[src/rtl/word_serializer_pkg.sv]
// Shared types and constants for the word serializer: FSM states, default width
// and the bit-counter width helper.
package word_serializer_pkg;

    typedef enum logic [1:0] {
        IDLE   = 2'd0,
        SHIFT  = 2'd1,
        PARITY = 2'd2
    } state_t;

    localparam int SER_WIDTH_DEF = 19;

    // Counter must be able to hold the value WIDTH itself (one past the last beat).
    function automatic int cnt_width(input int width);
        return $clog2(width + 1);
    endfunction

endpackage

[src/rtl/word_serializer_shreg.sv]
// WIDTH-bit right-shift register with synchronous clear, parallel load and
// shift enable; load wins over shift, zeros are shifted in at the MSB.
module word_serializer_shreg #(
    parameter int WIDTH = 19
) (
    input  logic             clk,
    input  logic             clr,
    input  logic             load,
    input  logic             shift_en,
    input  logic [WIDTH-1:0] load_data,
    output logic [WIDTH-1:0] q
);

    logic [WIDTH-1:0] q_reg;
    logic [WIDTH-1:0] shift_next;

    generate
        for (genvar gi = 0; gi < WIDTH; gi++) begin : g_shift
            if (gi == WIDTH - 1) begin : g_msb
                assign shift_next[gi] = 1'b0;
            end else begin : g_body
                assign shift_next[gi] = q_reg[gi+1];
            end
        end
    endgenerate

    always_ff @(posedge clk) begin
        if (clr) begin
            q_reg <= '0;
        end else if (load) begin
            q_reg <= load_data;
        end else if (shift_en) begin
            q_reg <= shift_next;
        end
    end

    assign q = q_reg;

endmodule

[src/rtl/word_serializer.sv]
// Parallel-in, LSB-first serial-out transmitter with first/last framing strobes.
// Define PARITY_EN to append an even-parity beat after the last data bit.
module word_serializer
    import word_serializer_pkg::*;
#(
    parameter int WIDTH = SER_WIDTH_DEF
) (
    input  logic             clk,
    input  logic             clr,
    input  logic [WIDTH-1:0] in_data,
    input  logic             in_valid,
    output logic             in_ready,
    output logic             ser_out,
    output logic             ser_valid,
    input  logic             ser_ready,
    output logic             ser_first,
    output logic             ser_last,
    output logic             busy
);

    localparam int CNT_W = cnt_width(WIDTH);
    localparam logic [CNT_W-1:0] LAST_CNT = CNT_W'(WIDTH - 1);

    state_t           state_reg, state_next;
    logic [CNT_W-1:0] count_reg, count_next;
    logic [WIDTH-1:0] shreg_q;
    logic             load;
    logic             shift_en;

    // Capture only happens from IDLE, so in_data is ignored while a frame is in flight.
    assign load     = (state_reg == IDLE) && in_valid;
    assign shift_en = (state_reg == SHIFT) && ser_ready;

    word_serializer_shreg #(
        .WIDTH(WIDTH)
    ) u_shreg (
        .clk      (clk),
        .clr      (clr),
        .load     (load),
        .shift_en (shift_en),
        .load_data(in_data),
        .q        (shreg_q)
    );

`ifdef PARITY_EN
    logic parity_reg;

    always_ff @(posedge clk) begin
        if (clr) begin
            parity_reg <= 1'b0;
        end else if (load) begin
            parity_reg <= ^in_data;
        end
    end
`endif

    always_ff @(posedge clk) begin
        if (clr) begin
            state_reg <= IDLE;
            count_reg <= '0;
        end else begin
            state_reg <= state_next;
            count_reg <= count_next;
        end
    end

    always_comb begin
        state_next = state_reg;
        count_next = count_reg;
        in_ready   = 1'b0;
        ser_valid  = 1'b0;
        ser_out    = 1'b0;
        ser_first  = 1'b0;
        ser_last   = 1'b0;
        case (state_reg)
            IDLE: begin
                in_ready = 1'b1;
                if (in_valid) begin
                    state_next = SHIFT;
                    count_next = '0;
                end
            end
            SHIFT: begin
                ser_valid = 1'b1;
                ser_out   = shreg_q[0];
                ser_first = (count_reg == '0);
`ifndef PARITY_EN
                ser_last  = (count_reg == LAST_CNT);
`endif
                if (ser_ready) begin
                    count_next = count_reg + CNT_W'(1);
                    if (count_reg == LAST_CNT) begin
`ifdef PARITY_EN
                        state_next = PARITY;
`else
                        state_next = IDLE;
`endif
                    end
                end
            end
`ifdef PARITY_EN
            PARITY: begin
                ser_valid = 1'b1;
                ser_out   = parity_reg;
                ser_last  = 1'b1;
                if (ser_ready) begin
                    state_next = IDLE;
                end
            end
`endif
            default: begin
                state_next = IDLE;
            end
        endcase
    end

    assign busy = (state_reg != IDLE);

endmodule
[config.mk]
export PLATFORM = sky130hd
export DESIGN_NAME = word_serializer
export DESIGN_NICKNAME = d
export VERILOG_FILES = /design/src/rtl/word_serializer_pkg.sv /design/src/rtl/word_serializer_shreg.sv /design/src/rtl/word_serializer.sv
export SDC_FILE = /design/constraint.sdc
export NUM_CORES = 1
export LEC_CHECK = 0
export ABC_CLOCK_PERIOD_IN_PS = 1610
export BUFFER_PORTS_ARGS = -buffer_cell sky130_fd_sc_hd__buf_4
export CORE_MARGIN = 5
export CORE_UTILIZATION = 54
export CTS_BUF_LIST = sky130_fd_sc_hd__clkbuf_8
export CTS_CLUSTER_DIAMETER = 30
export CTS_CLUSTER_SIZE = 8
export DETAILED_ROUTE_END_ITERATION = 12
export GPL_TIMING_DRIVEN = 0
export PLACE_DENSITY = 0.78
export REMOVE_ABC_BUFFERS = 1
export SETUP_SLACK_MARGIN = 0.5
export SYNTH_ARGS = -nofsm -noshare
export SYNTH_HDL_FRONTEND = slang
export SYNTH_SLANG_ARGS = --single-unit
[constraint.sdc]
create_clock -name clk -period 1.61 [get_ports clk]
set_clock_uncertainty 0.1 [all_clocks]
set_input_delay 0.483 -clock clk [delete_from_list [all_inputs] [get_ports clk]]
set_output_delay 0.483 -clock clk [all_outputs]
set_load 0.1 [all_outputs]
==> qor.yml, run 1 <==
floorplanning:
  start_util_pct: 57.7
  rows: 16
  io_pins: 29
  fp.dieH_um: 56.2
  die_w_um: 56.2
logic_synthesis:
  synth-edff-count: 0
  async_flop_share_pct: 0
  synthFlopType: "dfxtp_1"
  synth_seq_cells: 25
  syn_area_per_cell_sq_um: 8.02
  ys_seq_area_share_pct: 43.3
  synth_cell_types: 29
  synth_area_sq_um: 1150
  yosys.area.top_type: "dfxtp_1"
  syn_inst: 144
  yosysWarnings: 0
  synth_area_leaders: "dfxtp_1 (43%), nand2_1 (12%), a31oi_1 (7.0%), o21ai_0 (5.6%), ha_1 (3.3%)"
  yosys.area.top_type_share_pct: 43.3
place:
  io_buffers: 28
  numPlacedInstances: 187
  dp_slack_ns: -0.469
  place_congestion: 0.713
  hpwl_um: 1620
global_route:
  grt_max_degree: 16
cts:
  cts_buffers: 3
  cts.sinks: 25
  clock_path_buffers: 2
  cts_hold_buf: 0
  root_buffer: "clkbuf_8"
  htreeDepth: 1
outcome:
  status: "aborted with a tool error"
  error: "[ERROR DPL-0038] Utilization greater than 100%, impossible to legalize"
  lastStage: "global routing (5_1_grt)"
sta:
  worstEpCategory: "primary output"
  worst_endpoint: "ser_first"
## synth_stat cells (all sizes together), types with 2 or more instances
library cell and count:
a311oi 4, a21oi 2, ha 3, nor2 6, o21ai 14, nand2 38
nor3 4, a211oi 2, dfxtp 25, clkbuf 2, and2 2, inv 4
buf 10, a31oi 13, nand3 4, or3 2
## repair_timing
| action | in CTS |
|---|---|
| buffers inserted | 15 |
| pin swaps | 24 |
| gates resized for setup | 78 |
| cloned | 8 |
| setup endpoints to repair | 31 |
## metrics by stage
stage	hold slack [ns]	instance area, sq um
floorplan	0.348	1080
global placement	0.359	1320
detailed placement	0.365	1320
CTS	0.378	1860
## logic make-up after synthesis
group | share of synthesized area [%]
AND/OR/NAND/NOR | 23.5
flip-flops | 43.3
XOR/XNOR | 0.759
AO/OA/AOI/OAI | 20.3
multiplexers | 0.867
buffers and inverters | 8.02
adder cells (fa/ha/maj) | 3.25
==> run 2: changes to the inputs <==
CORE_AREA = 5 5 66 68   (was default)
CORE_MARGIN = default   (was 5)
CORE_UTILIZATION = default   (was 54)
CTS_BUF_LIST = default   (was sky130_fd_sc_hd__clkbuf_8)
CTS_CLUSTER_DIAMETER = default   (was 30)
CTS_CLUSTER_SIZE = default   (was 8)
DIE_AREA = 0 0 71 73   (was default)
PLACE_DENSITY = default   (was 0.78)
PLACE_DENSITY_LB_ADDON = 0.15   (was default)
SETUP_SLACK_MARGIN = default   (was 0.5)
==> run 2 against run 1 <==
The flow now finishes, with violations (setup timing). Area after synthesis unchanged. Synthesized cell count stayed put.
==> qor.yml, run 2 <==
outcome:
  status: "complete, but fails checks"
  violations: "setup timing"
sta:
  fin_ws_ns: -0.201
  tns_ns: -0.363
  finalHoldViolations: 0
  period_minus_slack_ns: 1.81
  maxSlewHeadroom_pct: 75.3
  setup_violations: 2
  rsz0062_at_grt: "true"
  fin_crit_sh_pct: 112
  final_max_slew_viol_count: 0
  worst_pin_slew_ns: 0.370
  fmax_mhz: 552
pwr:
  p_leak_uw: 0.000577
  power.density_nw_per_um2: 874
  peakVddDrop_mv: 0.379
critical_path:
  crit_required_ns: 1.03
  crit_arrival_ns: 1.23
  path_max_fanout: 3
  crit_type: "reg2out"
  start_kind: "register"
  endpoint_kind: "primary output"
global_route:
  grt_util_all_layers_pct: 10.3
  grt_pass1_wl_um: 4350
  grt_max_degree: 38
  gr-total-overflow: 0
  grt_pass1_vias: 929
  antenna_found_initial: 0
route:
  postRouteAntennaNets: 0
  first_pass_iters: 4
  drcViolationCount: 0
  totalWireLength_um: 2620
  drtIter0Drc: 66
  via_count: 1051
  wl_per_cell_um: 12.1
  viasPerCell: 4.84
logic_synthesis:
  yosysWarnings: 0  # unchanged
  yosys.area.top_type_share_pct: 43.3  # unchanged
  synth.most_common_cell: "nand2_1"
  synth_seq_cells: 25  # unchanged
  synth-edff-count: 0  # unchanged
  yosys.area.top_type: "dfxtp_1"
  synth_cell_types: 29  # unchanged
  synth_common_cells: "nand2_1 (37), dfxtp_1 (25), a31oi_1 (13), o21ai_0 (13), nor2_1 (6)"
  async_flop_share_pct: 0  # unchanged
  ys_seq_area_share_pct: 43.3  # unchanged
  synth_area_sq_um: 1150  # unchanged
  synth_area_leaders: "dfxtp_1 (43%), nand2_1 (12%), a31oi_1 (7.0%), o21ai_0 (5.6%), ha_1 (3.3%)"
  syn_inst: 144  # unchanged
  synthFlopType: "dfxtp_1"
  syn_area_per_cell_sq_um: 8.02  # unchanged
cts:
  cts_buffers: 3  # unchanged
  cts.sinks: 25  # unchanged
  root_buffer: "clkbuf_8"
  clock_path_buffers: 2  # unchanged
  clk_pin_slew_ns: 0.09
  clk_latency_ns: 0.27
  htreeDepth: 1  # unchanged
  cts_tree: "done"
floorplanning:
  die_w_um: 71  # +26%
  start_util_pct: 30.4  # -27 points
  fp.dieArea_sq_um: 5180
  io_pins: 29  # unchanged
  core_sq_um: 3800
  fp.dieH_um: 73  # +30%
  rows: 23  # +7
cells_and_area:
  largest_reg_flops: 19
  final_common_cell: "nand2_1"
  mostFrequentLayoutCells: "nand2_1 (37), buf_4 (28), dfxtp_1 (21)"
  area_growth_pct: 31.3
  postLayoutCoreUtil_pct: 39.9
  diodes: 0
  nNetsFinal: 194
  instances_no_fill: 217
  drive_gt1_share_pct: 29.9
place:
  hpwl_um: 1720  # +6.1%
  io_buffers: 28  # unchanged
  numPlacedInstances: 210  # +12%
  dp_slack_ns: -0.502  # -0.0328 ns
  place_congestion: 0.765  # +7.4%
worst_hold_path:
  hold_path_class: "in2reg"
flow_run:
  drv_cap: 0
run 2: cell counts after synthesis:
No cell type changed its count.
run 2: worst max-delay path: stages, from the launching register on:
cell and delay (ns):
dfxtp_4 0.37, inv_4 0.06, ha_4 0.11, and4b_1 0.24, buf_12 0.19
run 2: cells by family after synthesis:
family                     after synthesis  synth area share, %
AOI/OAI and AO/OA                       38                 20.3
xor gates and xnor gates                 1                0.759
adders and majority gates                3                 3.25
buffers and inverters                   16                 8.02
DFF                                     25                 43.3
muxes                                    1                0.867
and+or+nand+nor                         60                 23.5
run 2: timing repair:
| item | 4_1_cts | 5_1_grt |
|---|---|---|
| hold buffers | 0 | 0 |
| pin swaps | 4 | 0 |
| setup endpoints to repair | 28 | 4 |
| setup buffers | 3 | 0 |
| resized for setup | 26 | 4 |
run 2: final timing paths:
path                startpoint           end  slack (ns)  cells past startpoint
setup reg to reg  state_reg[0]  count_reg[3]        0.12                      4
hold reg to reg   u_shreg.q[4]  u_shreg.q[4]        0.37                      2
setup / recovery  count_reg[1]     ser_first       -0.20                      4
hold / removal       ser_ready  state_reg[0]        0.34                      2
run 2: cell type report:
type	instances	area [sq um]
Clock buffer	3	41.3
Clock inverter	1	7.51
Fill cell	420	2280
Inverter	4	20.0
Multi-Input combinational cell	103	604
Sequential cell	25	510
Tap cell	50	62.6
Timing Repair Buffer	31	270
run 2: through the flow:
stage | power, uW | area [sq um] | hold slack (ns)
global placement | 934 | 1350 | 0.360
CTS | 1350 | 1510 | 0.318
floorplan | 849 | 1080 | 0.348
detailed placement | 939 | 1350 | 0.363
finish | 1330 | 1520 | 0.335
global route | 1400 | 1520 | 0.344
run 2: power breakdown:
group / internal, uW / total (uW) / switching [uW]
Combinational: 102 / 261 / 159
Sequential: 659 / 683 / 23.8
Clock: 175 / 382 / 206
run 2: metal layers:
metal | up-vias | wire [um] | GRT usage [%] | share of wire (%)
met1 | 474 | 1200 | 13.5 | 46
met2 | 30 | 1220 | 16.4 | 46
met4 | 0 | 16 | 3.13 | 0.61
met5 | - | 0 | 0 | 0
li1 | 545 | - | - | -
met3 | 2 | 185 | 3.03 | 7.1
(Power assumes the default switching activity.)
==> run 3: changes to the inputs <==
PLACE_DENSITY_LB_ADDON = default   (was 0.15)
==> run 3 against run 2 <==
The run still ends with setup timing left. Register-to-register slack hardly changed. Sequential power hardly changed. Setup slack better by 0.012 ns. Maximum frequency is 0.65% higher. Worst hold slack worse by 0.0051 ns. Clock power is 4% lower. Largest cell class unchanged.
==> qor.yml, run 3 (synthesis results as in run 2) <==
place:
  hpwl_um: 1730  # +0.66%
  numPlacedInstances: 210  # unchanged
  io_buffers: 28  # unchanged
  place_congestion: 0.748  # -2.3%
sta:
  period_minus_slack_ns: 1.80  # -0.0118 ns
  maxSlewHeadroom_pct: 73.5  # -1.8 points
  timing.hold.ws_ns: 0.330  # -0.00511 ns
  fin_ws_ns: -0.189  # +0.0118 ns
  finalHoldViolations: 0  # unchanged
  worst_pin_slew_ns: 0.397  # +0.0274 ns
  fmax_mhz: 556  # +0.65%
  final_max_slew_viol_count: 0  # unchanged
  rsz0062_at_grt: "true"
  tns_ns: -0.369  # -0.00562 ns
  fin_crit_sh_pct: 112  # -0.73 points
  setup_violations: 2  # unchanged
critical_path:
  endpoint_kind: "primary output"
  reg2reg_depth: 4  # unchanged
  path_delay_family: "flip-flops"
  critPathSlowestCell: "dfxtp_4"
  crit_arrival_ns: 1.22  # about the same
  path_max_fanout: 4  # +1
  worstReg2RegStart: "state_reg[0]"
  path_cells: "inv_4 > ha_4 > and4b_1 > buf_12"
  r2r-end: "count_reg[3]"
  crit_type: "reg2out"
  crit_required_ns: 1.03  # about the same
  cp_slowest_stage_delay_ns: 0.37  # about the same
  start_kind: "register"
  path_buf_inv: 2  # unchanged
  rrSetupSlack_ns: 0.13  # about the same
global_route:
  gr-usage-met3_pct: 1.79  # -1.2 points
  top_usage_layer: "met2"
  grt_util_all_layers_pct: 10.5  # +0.21 points
  grt_pass1_vias: 1024  # +10%
  use_met2_pct: 18.8  # +2.5 points
  gr-total-overflow: 0  # unchanged
  grt_util_met1_pct: 11.8  # -1.6 points
  antenna_found_initial: 0  # unchanged
  grt_pass1_wl_um: 4370  # +0.32%
  grt_max_degree: 38  # unchanged
route:
  postRouteAntennaNets: 0  # unchanged
  viasPerCell: 4.86  # +0.31%
  via_count: 1064  # +1.2%
  totalWireLength_um: 2690  # +2.7%
  drtIter0Drc: 74  # +12%
  wl_per_cell_um: 12.3  # +1.8%
  drcViolationCount: 0  # unchanged
  first_pass_iters: 4  # unchanged
cts:
  cts_buffers: 3  # unchanged
  cts.sinks: 25  # unchanged
  htreeDepth: 1  # unchanged
  cts_hold_buf: 0  # unchanged
  cts_tree: "done"
  root_buffer: "clkbuf_8"
  clk_pin_slew_ns: 0.08  # about the same
  clock_path_buffers: 2  # unchanged
  clk_latency_ns: 0.27  # about the same
worst_hold_path:
  min_to: "state_reg[0]"
  whs_path_depth: 2  # unchanged
  hold_start: "ser_ready"
  hold_path_class: "in2reg"
flow_run:
  drv_cap: 0  # unchanged
cells_and_area:
  drive_gt1_share_pct: 29.6  # -0.35 points
  nNetsFinal: 196  # +1.0%
  final_common_cell: "nand2_1"
  mostFrequentLayoutCells: "nand2_1 (37), buf_4 (27), dfxtp_1 (22)"
  area_growth_pct: 34.6
  diodes: 0  # unchanged
  instances_no_fill: 219  # +0.92%
  largest_reg_flops: 19  # unchanged
pwr:
  power.total_uw: 1320  # about the same
  p_leak_uw: 0.000596  # +3.3%
  power.density_nw_per_um2: 852  # -2.5%
  peakVddDrop_mv: 0.258  # -32%
outcome:
  violations: "setup timing"
  status: "complete, but fails checks"
floorplanning:
  fp.dieH_um: 73  # unchanged
  start_util_pct: 30.4  # unchanged
  fp.dieArea_sq_um: 5180  # unchanged
  rows: 23  # unchanged
  die_w_um: 71  # unchanged
  core_sq_um: 3800  # unchanged
  io_pins: 29  # unchanged
-- run 3: worst max path at each step --
stage                 start       endpoint  slack (ns)  cells past startpoint
2_1_floorplan  state_reg[0]       ser_last       -1.79                      1
3_3_place_gp   state_reg[0]  u_shreg.q[10]       -0.42                      3
3_5_place_dp   state_reg[0]  u_shreg.q[10]       -0.49                      3
4_1_cts        count_reg[0]      ser_first       -0.21                      4
5_1_grt        count_reg[1]      ser_first       -0.24                      4
6_report       count_reg[1]      ser_first       -0.19                      4
-- run 3: metrics by stage --
stage | worst slack [ns] | instance area [sq um] | util [%]
6_report | -0.189 | 1550 | 40.9
3_3_place_gp | -0.422 | 1350 | 35.5
2_1_floorplan | -1.79 | 1080 | -
5_1_grt | -0.237 | 1550 | 40.9
4_1_cts | -0.207 | 1500 | 39.5
3_5_place_dp | -0.488 | 1350 | 35.5
-- run 3: final cells by class --
type                       instances  area, sq um
clock buffer                       4         45.0
fill                             407         2240
inverter                           4         20.0
multi-input combinational        103          603
sequential                        25          509
tap                               50         62.6
timing repair buffer              33          314
-- run 3: what timing repair did --
action,in CTS,in global routing
setup buffers,3,2
resized for setup,25,10
setup endpoints to repair,28,6
pin swaps,1,1
-- run 3: report_power, final --
| group | switching, uW | total (uW) | internal (uW) |
|---|---|---|---|
| registers | 24.2 | 683 | 659 |
| clock network | 188 | 365 | 177 |
| logic | 162 | 276 | 114 |
| total | 375 | 1320 | 950 |
-- run 3: per-layer routing --
layer | share of wire [%] | vias up
met5 | 0 | -
met4 | 1.9 | 0
met3 | 3.9 | 5
met2 | 47 | 23
met1 | 47 | 487
li1 | - | 549
